<file path="src/rtl/adc_emu_pkg.sv">
// Shared constants for the SAR ADC serial-port emulator: state codes, control-frame format, counter widths.
package adc_emu_pkg;

   localparam logic [1:0] ST_IDLE  = 2'd0;
   localparam logic [1:0] ST_CONV  = 2'd1;
   localparam logic [1:0] ST_LOAD  = 2'd2;
   localparam logic [1:0] ST_READY = 2'd3;

   localparam logic [1:0] CTRL_HDR   = 2'b10;
   localparam int         CTRL_LEN   = 12;
   localparam int         CFG_W      = CTRL_LEN - 2;
   localparam int         CONV_CNT_W = 16;
   localparam int         RX_CNT_W   = 4;

   typedef logic [RX_CNT_W-1:0] rx_cnt_t;

   // A frame is accepted only with exactly CTRL_LEN bits and the expected header.
   function automatic logic frame_ok(input logic [1:0] hdr, input rx_cnt_t cnt);
      return (cnt == rx_cnt_t'(CTRL_LEN)) && (hdr == CTRL_HDR);
   endfunction

endpackage

</file>
<file path="src/rtl/adc_emu_if.sv">
// Pin bundle between the ADC master and the emulator; master drives strobes/data, slave drives status/serial out.
interface adc_emu_if
   import adc_emu_pkg::*;
#(
   parameter int W = 32
);
   logic                  mclk;
   logic                  scka;
   logic                  sckb;
   logic                  sdi;
   logic                  sync;
   logic [W-1:0]          sample_a_i;
   logic [W-1:0]          sample_b_i;
   logic                  busy;
   logic                  drl;
   logic                  sdoa;
   logic                  sdob;
   logic [CFG_W-1:0]      cfg_word;
   logic                  cfg_valid;
   logic [CONV_CNT_W-1:0] conv_cnt;
   logic                  err_overrun;

   modport master (
      output mclk, scka, sckb, sdi, sync, sample_a_i, sample_b_i,
      input  busy, drl, sdoa, sdob, cfg_word, cfg_valid, conv_cnt, err_overrun
   );

   modport slave (
      input  mclk, scka, sckb, sdi, sync, sample_a_i, sample_b_i,
      output busy, drl, sdoa, sdob, cfg_word, cfg_valid, conv_cnt, err_overrun
   );
endinterface

</file>
<file path="src/rtl/adc_emu_edge.sv">
// Registered rising-edge detector; the pulse is combinational from the live input so the
// consuming register acts on the clk edge that first samples the input high.
module adc_emu_edge (
   input  logic clk,
   input  logic rst,
   input  logic in_i,
   output logic rise_o
);
   logic prev_q;

   always_ff @(posedge clk or posedge rst) begin
      if (rst) prev_q <= 1'b0;
      else     prev_q <= in_i;
   end

   assign rise_o = in_i & ~prev_q;
endmodule

</file>
<file path="src/rtl/adc_emu.sv">
// Device-side model of the 32-bit SAR ADC serial port. Define ADC_EMU_RAMP_EN to replace
// the sample inputs with an internal ramp (A) and its inverse (B).
//
//   state | meaning
//   IDLE  | waiting for the first mclk edge after reset
//   CONV  | busy/drl high, CONV_CYC-cycle down-counter running
//   LOAD  | one cycle: capture words, clear rx counter, bump conv_cnt
//   READY | shifting sdoa/sdob, capturing sdi; mclk edge checks frame and restarts
module adc_emu
   import adc_emu_pkg::*;
#(
   parameter int CONV_CYC = 20,
   parameter int W        = 32
) (
   input  logic     clk,
   input  logic     arst,
   adc_emu_if.slave bus
);
   localparam int TW = (CONV_CYC > 1) ? $clog2(CONV_CYC) : 1;

   logic                  mclk_rise, scka_rise, sckb_rise;
   logic [1:0]            state_q, state_d;
   logic [TW-1:0]         tmr_q, tmr_d;
   logic [W-1:0]          word_a_q, word_a_d, word_b_q, word_b_d;
   logic [W-1:0]          sr_a_q, sr_a_d, sr_b_q, sr_b_d;
   logic [CTRL_LEN-1:0]   rx_q, rx_d, rx_shift;
   rx_cnt_t               rx_cnt_q, rx_cnt_d, rx_cnt_inc;
   logic [CFG_W-1:0]      cfg_word_q, cfg_word_d;
   logic                  cfg_valid_q, cfg_valid_d;
   logic [CONV_CNT_W-1:0] conv_cnt_q, conv_cnt_d;
   logic                  err_q, err_d;
   logic [W-1:0]          load_a, load_b;

   adc_emu_edge u_edge_mclk (.clk(clk), .rst(arst), .in_i(bus.mclk), .rise_o(mclk_rise));
   adc_emu_edge u_edge_scka (.clk(clk), .rst(arst), .in_i(bus.scka), .rise_o(scka_rise));
   adc_emu_edge u_edge_sckb (.clk(clk), .rst(arst), .in_i(bus.sckb), .rise_o(sckb_rise));

`ifdef ADC_EMU_RAMP_EN
   logic [W-1:0] ramp_q, ramp_d;
   logic         unused_samples;

   assign ramp_d         = (state_q == ST_LOAD) ? ramp_q + W'(1) : ramp_q;
   assign load_a         = ramp_q;
   assign load_b         = ~ramp_q;
   assign unused_samples = ^{bus.sample_a_i, bus.sample_b_i};

   always_ff @(posedge clk or posedge arst) begin
      if (arst) ramp_q <= '0;
      else      ramp_q <= ramp_d;
   end
`else
   assign load_a = bus.sample_a_i;
   assign load_b = bus.sample_b_i;
`endif

   assign rx_shift   = {rx_q[CTRL_LEN-2:0], bus.sdi};
   assign rx_cnt_inc = (rx_cnt_q == '1) ? rx_cnt_q : rx_cnt_q + rx_cnt_t'(1);

   always_comb begin
      state_d     = state_q;
      tmr_d       = tmr_q;
      word_a_d    = word_a_q;
      word_b_d    = word_b_q;
      sr_a_d      = sr_a_q;
      sr_b_d      = sr_b_q;
      rx_d        = rx_q;
      rx_cnt_d    = rx_cnt_q;
      cfg_word_d  = cfg_word_q;
      cfg_valid_d = 1'b0;
      conv_cnt_d  = conv_cnt_q;
      err_d       = 1'b0;
      case (state_q)
         ST_IDLE: begin
            if (mclk_rise) begin
               state_d = ST_CONV;
               tmr_d   = TW'(CONV_CYC - 1);
            end
         end
         ST_CONV: begin
            err_d = mclk_rise | scka_rise;
            if (tmr_q == '0) state_d = ST_LOAD;
            else             tmr_d   = tmr_q - TW'(1);
         end
         ST_LOAD: begin
            err_d      = mclk_rise | scka_rise;
            word_a_d   = load_a;
            word_b_d   = load_b;
            sr_a_d     = load_a;
            sr_b_d     = load_b;
            rx_cnt_d   = '0;
            conv_cnt_d = conv_cnt_q + CONV_CNT_W'(1);
            state_d    = ST_READY;
         end
         ST_READY: begin
            if (scka_rise) begin
               rx_d     = rx_shift;
               rx_cnt_d = rx_cnt_inc;
            end
            // sync reloads the held words so both pointers restart at the MSB
            if (bus.sync) begin
               sr_a_d = word_a_q;
               sr_b_d = word_b_q;
            end else begin
               if (scka_rise) sr_a_d = {sr_a_q[W-2:0], 1'b0};
               if (sckb_rise) sr_b_d = {sr_b_q[W-2:0], 1'b0};
            end
            if (mclk_rise) begin
               if (frame_ok(rx_d[CTRL_LEN-1 -: 2], rx_cnt_d)) begin
                  cfg_word_d  = rx_d[CFG_W-1:0];
                  cfg_valid_d = 1'b1;
               end
               state_d = ST_CONV;
               tmr_d   = TW'(CONV_CYC - 1);
            end
         end
         default: state_d = ST_IDLE;
      endcase
   end

   always_ff @(posedge clk or posedge arst) begin
      if (arst) begin
         state_q     <= ST_IDLE;
         tmr_q       <= '0;
         word_a_q    <= '0;
         word_b_q    <= '0;
         sr_a_q      <= '0;
         sr_b_q      <= '0;
         rx_q        <= '0;
         rx_cnt_q    <= '0;
         cfg_word_q  <= '0;
         cfg_valid_q <= 1'b0;
         conv_cnt_q  <= '0;
         err_q       <= 1'b0;
      end else begin
         state_q     <= state_d;
         tmr_q       <= tmr_d;
         word_a_q    <= word_a_d;
         word_b_q    <= word_b_d;
         sr_a_q      <= sr_a_d;
         sr_b_q      <= sr_b_d;
         rx_q        <= rx_d;
         rx_cnt_q    <= rx_cnt_d;
         cfg_word_q  <= cfg_word_d;
         cfg_valid_q <= cfg_valid_d;
         conv_cnt_q  <= conv_cnt_d;
         err_q       <= err_d;
      end
   end

   assign bus.busy        = (state_q == ST_CONV);
   assign bus.drl         = (state_q == ST_CONV) || (state_q == ST_LOAD);
   assign bus.sdoa        = sr_a_q[W-1];
   assign bus.sdob        = sr_b_q[W-1];
   assign bus.cfg_word    = cfg_word_q;
   assign bus.cfg_valid   = cfg_valid_q;
   assign bus.conv_cnt    = conv_cnt_q;
   assign bus.err_overrun = err_q;
endmodule

</file>
<file path="src/flat_wrapper.sv">
// flat-port wrapper written by rule: the top's interface ports become plain ports
module adc_emu_flat import adc_emu_pkg::*;
#(
   parameter int CONV_CYC = 20,
   parameter int W        = 32
)
  (clk, arst, bus_mclk, bus_scka, bus_sckb, bus_sdi, bus_sync, bus_sample_a_i, bus_sample_b_i, bus_busy, bus_drl, bus_sdoa, bus_sdob, bus_cfg_word, bus_cfg_valid, bus_conv_cnt, bus_err_overrun);
  adc_emu_if #(.W(W)) bus_i ();
  input  logic clk;
  input  logic arst;
  input wire logic [$bits(bus_i.mclk)-1:0] bus_mclk;
  input wire logic [$bits(bus_i.scka)-1:0] bus_scka;
  input wire logic [$bits(bus_i.sckb)-1:0] bus_sckb;
  input wire logic [$bits(bus_i.sdi)-1:0] bus_sdi;
  input wire logic [$bits(bus_i.sync)-1:0] bus_sync;
  input wire logic [$bits(bus_i.sample_a_i)-1:0] bus_sample_a_i;
  input wire logic [$bits(bus_i.sample_b_i)-1:0] bus_sample_b_i;
  output wire logic [$bits(bus_i.busy)-1:0] bus_busy;
  output wire logic [$bits(bus_i.drl)-1:0] bus_drl;
  output wire logic [$bits(bus_i.sdoa)-1:0] bus_sdoa;
  output wire logic [$bits(bus_i.sdob)-1:0] bus_sdob;
  output wire logic [$bits(bus_i.cfg_word)-1:0] bus_cfg_word;
  output wire logic [$bits(bus_i.cfg_valid)-1:0] bus_cfg_valid;
  output wire logic [$bits(bus_i.conv_cnt)-1:0] bus_conv_cnt;
  output wire logic [$bits(bus_i.err_overrun)-1:0] bus_err_overrun;
  assign bus_i.mclk = bus_mclk;
  assign bus_i.scka = bus_scka;
  assign bus_i.sckb = bus_sckb;
  assign bus_i.sdi = bus_sdi;
  assign bus_i.sync = bus_sync;
  assign bus_i.sample_a_i = bus_sample_a_i;
  assign bus_i.sample_b_i = bus_sample_b_i;
  assign bus_busy = bus_i.busy;
  assign bus_drl = bus_i.drl;
  assign bus_sdoa = bus_i.sdoa;
  assign bus_sdob = bus_i.sdob;
  assign bus_cfg_word = bus_i.cfg_word;
  assign bus_cfg_valid = bus_i.cfg_valid;
  assign bus_conv_cnt = bus_i.conv_cnt;
  assign bus_err_overrun = bus_i.err_overrun;
  adc_emu #(.CONV_CYC(CONV_CYC), .W(W)) u_core (.clk(clk), .arst(arst), .bus(bus_i));
endmodule
</file>
<file path="config.mk">
export PLATFORM = sky130hd
export DESIGN_NAME = adc_emu_flat
export DESIGN_NICKNAME = d
export VERILOG_FILES = /design/src/rtl/adc_emu_pkg.sv /design/src/rtl/adc_emu_if.sv /design/src/rtl/adc_emu_edge.sv /design/src/rtl/adc_emu.sv /design/src/flat_wrapper.sv
export SDC_FILE = /design/constraint.sdc
export NUM_CORES = 1
export LEC_CHECK = 0
export BUFFER_PORTS_ARGS = -buffer_cell sky130_fd_sc_hd__buf_2
export CAP_MARGIN = 20
export CORE_ASPECT_RATIO = 0.8
export CORE_UTILIZATION = 55
export CTS_CLUSTER_SIZE = 16
export DETAILED_ROUTE_END_ITERATION = 10
export PLACE_DENSITY = 0.8
export RECOVER_POWER = 50
export SLEW_MARGIN = 10
export SYNTH_ARGS = -nofsm -noshare
export SYNTH_HDL_FRONTEND = slang
export SYNTH_SLANG_ARGS = --single-unit
</file>
<file path="constraint.sdc">
create_clock -name clk -period 6.7 [get_ports clk]
set_clock_uncertainty 0.1 [all_clocks]
set_input_delay 1.005 -clock clk [delete_from_list [all_inputs] [get_ports clk]]
set_output_delay 1.005 -clock clk [all_outputs]
set_load 0.005 [all_outputs]
</file>
**After elaboration in Yosys (flattened, before gate mapping)**

Cells that the tools add are included.

- Word-level logic and storage cells: 71
- Flip-flop bits (word level): 182
- Output and inout port bits: 32
- Input port bits: 71

- Reductions and logical operators: 13
- Add/subtract/negate cells: 3
- Bitwise logic cells: 7
- Equality and inequality tests: 11
- Multiplexer cells: 22

Operators by type and width:

| kind | count |
|---|---|
| 32-bit two-way mux | 4 |
| 32-bit one-hot mux with 2 select lines | 2 |
| 12-bit two-way mux | 2 |
| 16-bit by 1-bit adder with 16-bit output (second input constant) | 1 |
| 4-bit two-way mux | 3 |
| 5-bit two-way mux | 2 |
| 5-bit one-hot mux with 2 select lines | 1 |
| 4-bit == test (second input constant) | 2 |
| 4-bit one-hot mux with 2 select lines | 1 |
| 2-bit == test (second input constant) | 3 |
| 3-bit by 2-bit inequality test with 1-bit output (second input constant) | 2 |
| 2-bit one-hot mux with 3 select lines | 1 |
| 2-bit AND reduction | 3 |
| 3-bit AND reduction | 2 |
| 5-bit logical NOT | 1 |
| 5-bit by 1-bit subtractor with 5-bit output (second input constant) | 1 |
| 4-bit by 1-bit adder with 4-bit output (second input constant) | 1 |
| 1-bit two-way mux | 4 |
| 2-bit two-way mux | 2 |
| 2-bit by 1-bit inequality test with 1-bit output (second input constant) | 2 |
| 2-bit nonzero test | 2 |
| 2-bit OR reduction | 2 |
| 1-bit bitwise AND | 3 |
| 1-bit inverter | 3 |
| other kinds (6) | 6 |

**Depth between registers and ports, before layout**

Gate-level depths: netlist of run 1.

- Depth in word-level cells: 9
- Depth in mapped cells: 8
- Gate-level depth less buffers: 7

**By module**

A second synthesis of run 1 with hierarchy kept.

- Cells, all modules: 974
- Area, all modules: 8734.6 µm²

By module, submodules not included:

| module | times used | area each (µm²) | cells each |
|---|---|---|---|
| adc_emu | 1 | 8607.0 | 965 |
| adc_emu_edge | 3 | 42.5 | 3 |

**Worst setup path after synthesis of run 1**

OpenSTA, ideal clock, no wires.

- Path type: in2reg
- From: input port bus_scka
- To: register u_core.cfg_word_q[0] (netlist: u_core.bus.cfg_word[0])
- Library setup time: 0.125 ns
- Stages: 6
- Data required time: 6.475 ns
- Slack: 4.278 ns
- Buffers on the path: 1
- Arrival time: 2.197 ns
- Cell sequence: nor2b_4 > buf_6 > nand2_1 > mux2_2 > nand4_4 > mux2_2

- Longest elaborated chain between the ends: 6
- Elaborated cells on any way between the ends: 9
- Classes of those cells: 2 x eq/ne; 4 x mux; 1 x bitwise; 2 x reduce/logical

RTL lines:

| what | RTL line | source |
|---|---|---|
| from (decl) | flat_wrapper.sv:12 | `input wire logic [$bits(bus_i.scka)-1:0] bus_scka;` |
| 1-bit bitwise AND (*) | adc_emu_edge.sv:16 | `assign rise_o = in_i & ~prev_q;` |
| 4-bit two-way mux or 12-bit two-way mux (tied branches) | adc_emu.sv:95 | `if (scka_rise) begin` |
| 4-bit two-way mux or 12-bit two-way mux (tied branches) | adc_emu.sv:72 | `case (state_q)` |
| 4-bit == test or 2-bit == test (tied branches) | adc_emu_pkg.sv:19 | `return (cnt == rx_cnt_t'(CTRL_LEN)) && (hdr == CTRL_HDR);` |
| 1-bit logical AND | adc_emu_pkg.sv:19 |  |
| 3-bit AND reduction (no line) | -- |  |
| to (signal assigned) | adc_emu.sv:143 | `cfg_word_q <= cfg_word_d;` |
| to (decl) | adc_emu.sv:28 | `logic [CFG_W-1:0] cfg_word_q, cfg_word_d;` |

Mark *: on every way between the ends. The rest lies on a longest branch, timed or not. The select of a mux whose other input is x is not followed.
A chain may end at the register's enable or synchronous reset.

**Worst setup path after layout of run 1**

- From: register u_core.state_q[0]
- To: register u_core.tmr_q[3]

- Longest elaborated chain between the ends: 4
- Elaborated cells on any way between the ends: 9
- Classes of those cells: 4 x eq/ne; 1 x mux; 4 x reduce/logical

RTL lines:

| what | RTL line | source |
|---|---|---|
| from (decl) | adc_emu.sv:22 | `logic [1:0] state_q, state_d;` |
| from (signal assigned) | adc_emu.sv:135 | `state_q <= state_d;` |
| 2-bit == test or 2-bit logical NOT (tied branches) | adc_emu.sv:72 |  |
| 2-bit OR reduction (no line) | -- |  |
| 2-bit by 1-bit inequality test with 1-bit output (no line) or 2-bit nonzero test (tied branches) | -- |  |
| 3-bit AND reduction (no line) | -- |  |
| to (signal assigned) | adc_emu.sv:136 | `tmr_q <= tmr_d;` |
| to (decl) | adc_emu.sv:23 | `logic [TW-1:0] tmr_q, tmr_d;` |

Parallel ways exist; a longest one is shown, timed or not.

==> impl_metrics.ini, run 1 <==
[critical_path]
crit_path_max_incr_delay_ns = 1.43
rrSetupSlack_ns = 3.26
criticalPathCategory = reg2reg
r2r_start = u_core.state_q[0]$_DFFE_PP0P_
worst-path-buf-inv = 2
end_kind = register
cp_data_required_time_ns = 6.89
startpoint = u_core.state_q[0]$_DFFE_PP0P_
cp_max_fo = 39
crit_arrival_ns = 3.63
crit_slowest_cell = ha_1
crit_family = adder cells
start_kind = register
crit_chain = inv_1, ha_1, buf_4, a221oi_2, nand2_1, mux2_2, o22ai_1

[pwr]
ir_drop_mv = 0.246
leakage_nw = 4.60
power_density_nw_per_um2 = 466

[synthesis]
yosys.area.top_type_share = 0.543
synth_cell_types = 35
synth_nets = 858
synth-edff-count = 0
synth_common_cells = dfrtp_1, nand2_1, o21ai_0, mux2_2, mux2i_1
synth-main-ff-cell = dfrtp_1
synth.most_common_cell = dfrtp_1
ys_ff_latch = 182
syn_avg_cell_area_um2 = 10.8
yosys-top-cells-area = dfrtp_1, mux2_2, o21ai_0
synth_area_um2 = 8390
yosysTopAreaCell = dfrtp_1
synth_warnings = 0
syn_inst = 779
synthArstFlopShare = 1.00
synth_seq_area_share = 0.543

[die]
initial_core_util = 0.575
ios = 103
die_w_um = 140
rows = 39
design.die.area_um2 = 15800
die_y_um = 112
core-area_um2 = 14600

[global_routing]
grt-ovfl-total = 0
grtUsageTotal = 0.227
grt_max_degree = 84
first_global_vias = 5635
grt_first_pass_wirelength_um = 28100
antenna_found_initial = 1

[cts]
cts_resized = 0
cts_sinks = 182
path_clk_slew_ns = 0.07
cts_tree = done
cts_hold_buffers = 0
cts_buffers = 17
cts_max_path_buffers = 2
clk_latency_ns = 0.42
cts_htree_levels = 4
cts_setup_buffers = 0
clock-root-buffer = clkbuf_16

[sta]
whs_ns = 0.376
worst_pin_slew_ns = 3.26
slew_violations = 117
rsz0062_at_grt = no
maxSlewHeadroom = -1.18
fmax_mhz = 291
worst_slack_ns = 3.26
final_hold_viol_count = 0
setup_viol = 0
fin_crit_sh = 0.513
fin_setup_tns_ns = 0
fin_crit_ns = 3.44

[run]
cap_violations = 2

[final_layout]
syn2layout_area_growth_pct = 15.1
fin_cells = 1058
ff_latch_area_um2 = 4550
multi_input_area_um2 = 3650
num-fill-cells = 1117
diodes = 0
drive_gt1_frac = 0.265
finalNetCount = 940
final_util = 0.662

[outcome]
violations = max-capacitance violations, max-slew violations
outcome = complete, but fails checks

[hold_path]
hp-start = u_core.sr_b_q[31]$_DFFE_PP0P_
hold_class = reg2reg

[drt]
drt-total-wl_um = 16400
ant_nets = 0
avgRoutedWirePerCell_um = 15.5
drt_iter0_drc = 319
num_vias = 5795
viasPerCell = 5.48
drc = 0
drtPass1Iterations = 4

[place]
dp_slack_ns = 3.80
hpwl_um = 10300
port_buffers = 102
gp_congestion = 0.734
dp_cells = 1026
## worst paths after layout
check	end	cells after the start
setup / recovery	u_core.tmr_q[3]$_DFFE_PP0P_	7
hold / removal	u_core.sr_b_q[31]$_DFFE_PP0P_	2
setup reg to reg	u_core.tmr_q[3]$_DFFE_PP0P_	7
hold reg to reg	u_core.sr_b_q[31]$_DFFE_PP0P_	2
max in group asynchronous	u_core.word_a_q[21]$_DFFE_PP0P_	3
min in group asynchronous	u_core.sr_b_q[22]$_DFFE_PP0P_	2
## sequential cells by signal (all words and copies together) (netlist names), 2 cells and up
register / cells
u_core.rx_q: 12
u_core.word_a_q: 32
u_core.state_q: 2
u_core.bus.conv_cnt: 16
u_core.bus.cfg_word: 10
u_core.tmr_q: 5
u_core.sr_b_q: 32
u_core.rx_cnt_q: 4
u_core.word_b_q: 32
u_core.sr_a_q: 32
## worst min-delay path, delay by kind of cell (launching register included)
| family | cells | cell delay [ns] |
|---|---|---|
| flip-flops | 1 | 0.34 |
| AO/OA/AOI/OAI | 1 | 0.06 |
| AND/OR/NAND/NOR | 1 | 0.04 |
## through the flow
step	power (mW)	area (um2)
after detailed placement	3.44	9050
after global placement	3.36	9050
after global routing	4.86	9660
after CTS	4.54	9690
after floorplan	3.04	8390
final	4.50	9660
## layout by cell type, fill, tap and decap left out, types with 4 or more instances in the layout
| master | instances |
|---|---|
| dfrtp_1 | 182 |
| nand2_1 | 169 |
| o21ai_0 | 129 |
| buf_2 | 93 |
| mux2_2 | 91 |
| mux2i_1 | 63 |
| clkbuf_16 | 17 |
| xnor2_1 | 12 |
| nor2_1 | 10 |
| inv_1 | 9 |
| a21oi_1 | 9 |
| clkbuf_1 | 9 |
| nand3_1 | 8 |
| buf_4 | 8 |
| ha_1 | 7 |
| nor2b_1 | 5 |
| bufinv_16 | 5 |
| clkinv_2 | 5 |
| nand4_1 | 4 |
| xor2_1 | 4 |
## logic make-up after synthesis
family | after synthesis | share of synthesized area
muxes | 154 | 0.197
adders and majority gates | 8 | 0.0119
xor gates and xnor gates | 16 | 0.0167
and+or+nand+nor | 213 | 0.110
AOI/OAI and AO/OA | 150 | 0.0935
DFF | 182 | 0.543
buffers and inverters | 56 | 0.0274
## layout make-up
type / count / share of cell area
tap: 184 / 0.0238
sequential: 182 / 0.471
inverter: 10 / 0.00402
multi-input combinational: 541 / 0.377
clock buffer: 18 / 0.0444
timing repair buffer: 109 / 0.0575
clock inverter: 14 / 0.0214
## where the power goes
part / switching (mW) / internal, mW
sequential: 0.287 / 1.59
clock: 0.417 / 0.660
combinational: 0.848 / 0.704
## per-layer routing
layer | global-route usage | vias up | part of all wire
met3 | 0.0508 | 13 | 0.039
met5 | 0 | - | 0.00079
li1 | - | 2839 | -
met1 | 0.328 | 2848 | 0.49
met2 | 0.343 | 93 | 0.46
met4 | 0.0674 | 2 | 0.010
(Power assumes the default switching activity.)
==> run 2, diff against run 1 <==
==> constraint.sdc (replaced) <==
create_clock -name clk -period 3.2 [get_ports clk]
set_clock_uncertainty 0.1 [all_clocks]
set_input_delay 0.48 -clock clk [delete_from_list [all_inputs] [get_ports clk]]
set_output_delay 0.48 -clock clk [all_outputs]
set_load 0.005 [all_outputs]
==> impl_metrics.ini, run 2 (synthesis results as in run 1) <==
[die]
rows = 39
initial_core_util = 0.575
core-area_um2 = 14600
die_y_um = 112
die_w_um = 140
design.die.area_um2 = 15800
ios = 103

[sta]
setup_viol = 0
fin_setup_tns_ns = 0
maxSlewHeadroom = 0.0633
final_hold_viol_count = 0
fin_crit_ns = 2.38
rsz0062_at_grt = no
worst_pin_slew_ns = 1.40
slew_violations = 0
fin_crit_sh = 0.745
fmax_mhz = 420

[drt]
drc = 0
drt_iter0_drc = 241
avgRoutedWirePerCell_um = 15.5
num_vias = 5822
drt-total-wl_um = 16500
viasPerCell = 5.49
drtPass1Iterations = 4
ant_nets = 0

[global_routing]
grtUsageTotal = 0.229
grt_max_degree = 129
grt_first_pass_wirelength_um = 28500
grt-ovfl-total = 0
antenna_found_initial = 1
first_global_vias = 5826

[hold_path]
hold_class = in2reg
min_to = u_core.u_edge_mclk.prev_q$_DFF_PP0_
holdPathStages = 1
hp-start = bus_mclk

[final_layout]
final_design_area_no_fill_um2 = 9630
layout_common_cells = dfrtp_1, nand2_1, o21ai_0
final_common_cell = dfrtp_1
finalNetCount = 945
diodes = 0
num-fill-cells = 1120
syn2layout_area_growth_pct = 14.8
drive_gt1_frac = 0.270

[critical_path]
crit_family = simple AND/OR/NAND/NOR gates
rrSetupSlack_ns = 0.82
crit_cells = 5
worst-path-buf-inv = 0
cp_data_required_time_ns = 3.41
criticalPathCategory = reg2reg
crit_chain = nand2b_1, nor4b_1, a21oi_1, nand4_4, mux2_2
rr_worst_depth = 5
r2r_start = u_core.u_edge_scka.prev_q$_DFF_PP0_
cp_max_fo = 13
r2r_end = u_core.bus.cfg_word[1]$_DFFE_PP0P_
start_kind = register
crit_arrival_ns = 2.59
crit_slowest_cell = nor4b_1
crit_path_max_incr_delay_ns = 0.57
end_kind = register

[cts]
cts_sinks = 182
cts_setup_buffers = 0
clock-root-buffer = clkbuf_16
path_clk_slew_ns = 0.07
cts_buffers = 17
cts_hold_buffers = 0
cts_tree = done
cts_htree_levels = 4
cts_max_path_buffers = 2
cts_resized = 0
clk_latency_ns = 0.43

[place]
post_dp_cell_area_um2 = 9130
hpwl_um = 10600
port_buffers = 102
gp_congestion = 0.811

[pwr]
power_density_nw_per_um2 = 949
ir_drop_mv = 0.519
leakage_nw = 4.58

[outcome]
outcome = finished, final reports clean

[run]
cap_violations = 0
[run 2: cell count changes in the layout (fill, tap and decap cells not counted), sizes merged]
cell      previous run  this run
clkinv               5         4
buf                101       104
inv                 10        11
clkbuf              26        28
clkinvlp             4         7
bufinv               5         0
[run 2: cell type report]
cell class | count | area [um2] | area share
timing repair buffer | 114 | 628 | 0.0652
tap | 184 | 230 | 0.0239
sequential | 182 | 4550 | 0.473
clock inverter | 12 | 82.6 | 0.00857
inverter | 10 | 38.8 | 0.00403
multi-input combinational | 541 | 3660 | 0.380
clock buffer | 18 | 439 | 0.0456
[run 2: worst reg2reg max path: stages (launching register included)]
cell and delay [ns]:
dfrtp_1 0.40, nand2b_1 0.40, nor4b_1 0.57, a21oi_1 0.17, nand4_4 0.24, mux2_2 0.37
[run 2: how the worst max path moves through the flow]
| stage | startpoint | to | slack, ns |
|---|---|---|---|
| 3_3_place_gp | bus_scka | u_core.bus.cfg_word[7]$_DFFE_PP0P_ | 0.81 |
| 6_report | u_core.u_edge_scka.prev_q$_DFF_PP0_ | u_core.bus.cfg_word[1]$_DFFE_PP0P_ | 0.82 |
| 2_1_floorplan | arst | u_core.bus.cfg_valid$_DFF_PP0_ | 0.28 |
| 4_1_cts | u_core.state_q[0]$_DFFE_PP0P_ | u_core.bus.conv_cnt[14]$_DFFE_PP0P_ | 0.82 |
| 5_1_grt | arst | u_core.rx_cnt_q[2]$_DFFE_PP0P_ | 0.51 |
| 3_5_place_dp | bus_scka | u_core.bus.cfg_word[1]$_DFFE_PP0P_ | 0.75 |
[run 2: metrics by stage]
stage | setup slack [ns] | total power [mW] | hold WS, ns | std cells | util
6_report | 0.817 | 9.14 | 0.0742 | 1061 | 0.660
5_1_grt | 0.514 | 9.89 | 0.0605 | 1061 | 0.660
4_1_cts | 0.815 | 9.18 | 0.0565 | 1060 | 0.662
3_5_place_dp | 0.752 | 7.27 | 0.354 | 1030 | 0.626
3_3_place_gp | 0.810 | 7.07 | 0.356 | 1030 | 0.626
2_1_floorplan | 0.283 | 6.37 | 0.349 | 779 | -
[run 2: report_power, final]
part | total [mW] | switching, mW | internal (mW)
logic | 3.34 | 1.80 | 1.54
registers | 3.92 | 0.600 | 3.32
clock network | 1.88 | 0.876 | 1.00
[run 2: per-layer routing]
layer | wire length, um | global-route usage | up-vias
met5 | 13 | 0 | -
met2 | 7650 | 0.355 | 96
met4 | 175 | 0.0740 | 2
li1 | - | - | 2852
met1 | 8010 | 0.322 | 2857
met3 | 642 | 0.0503 | 15
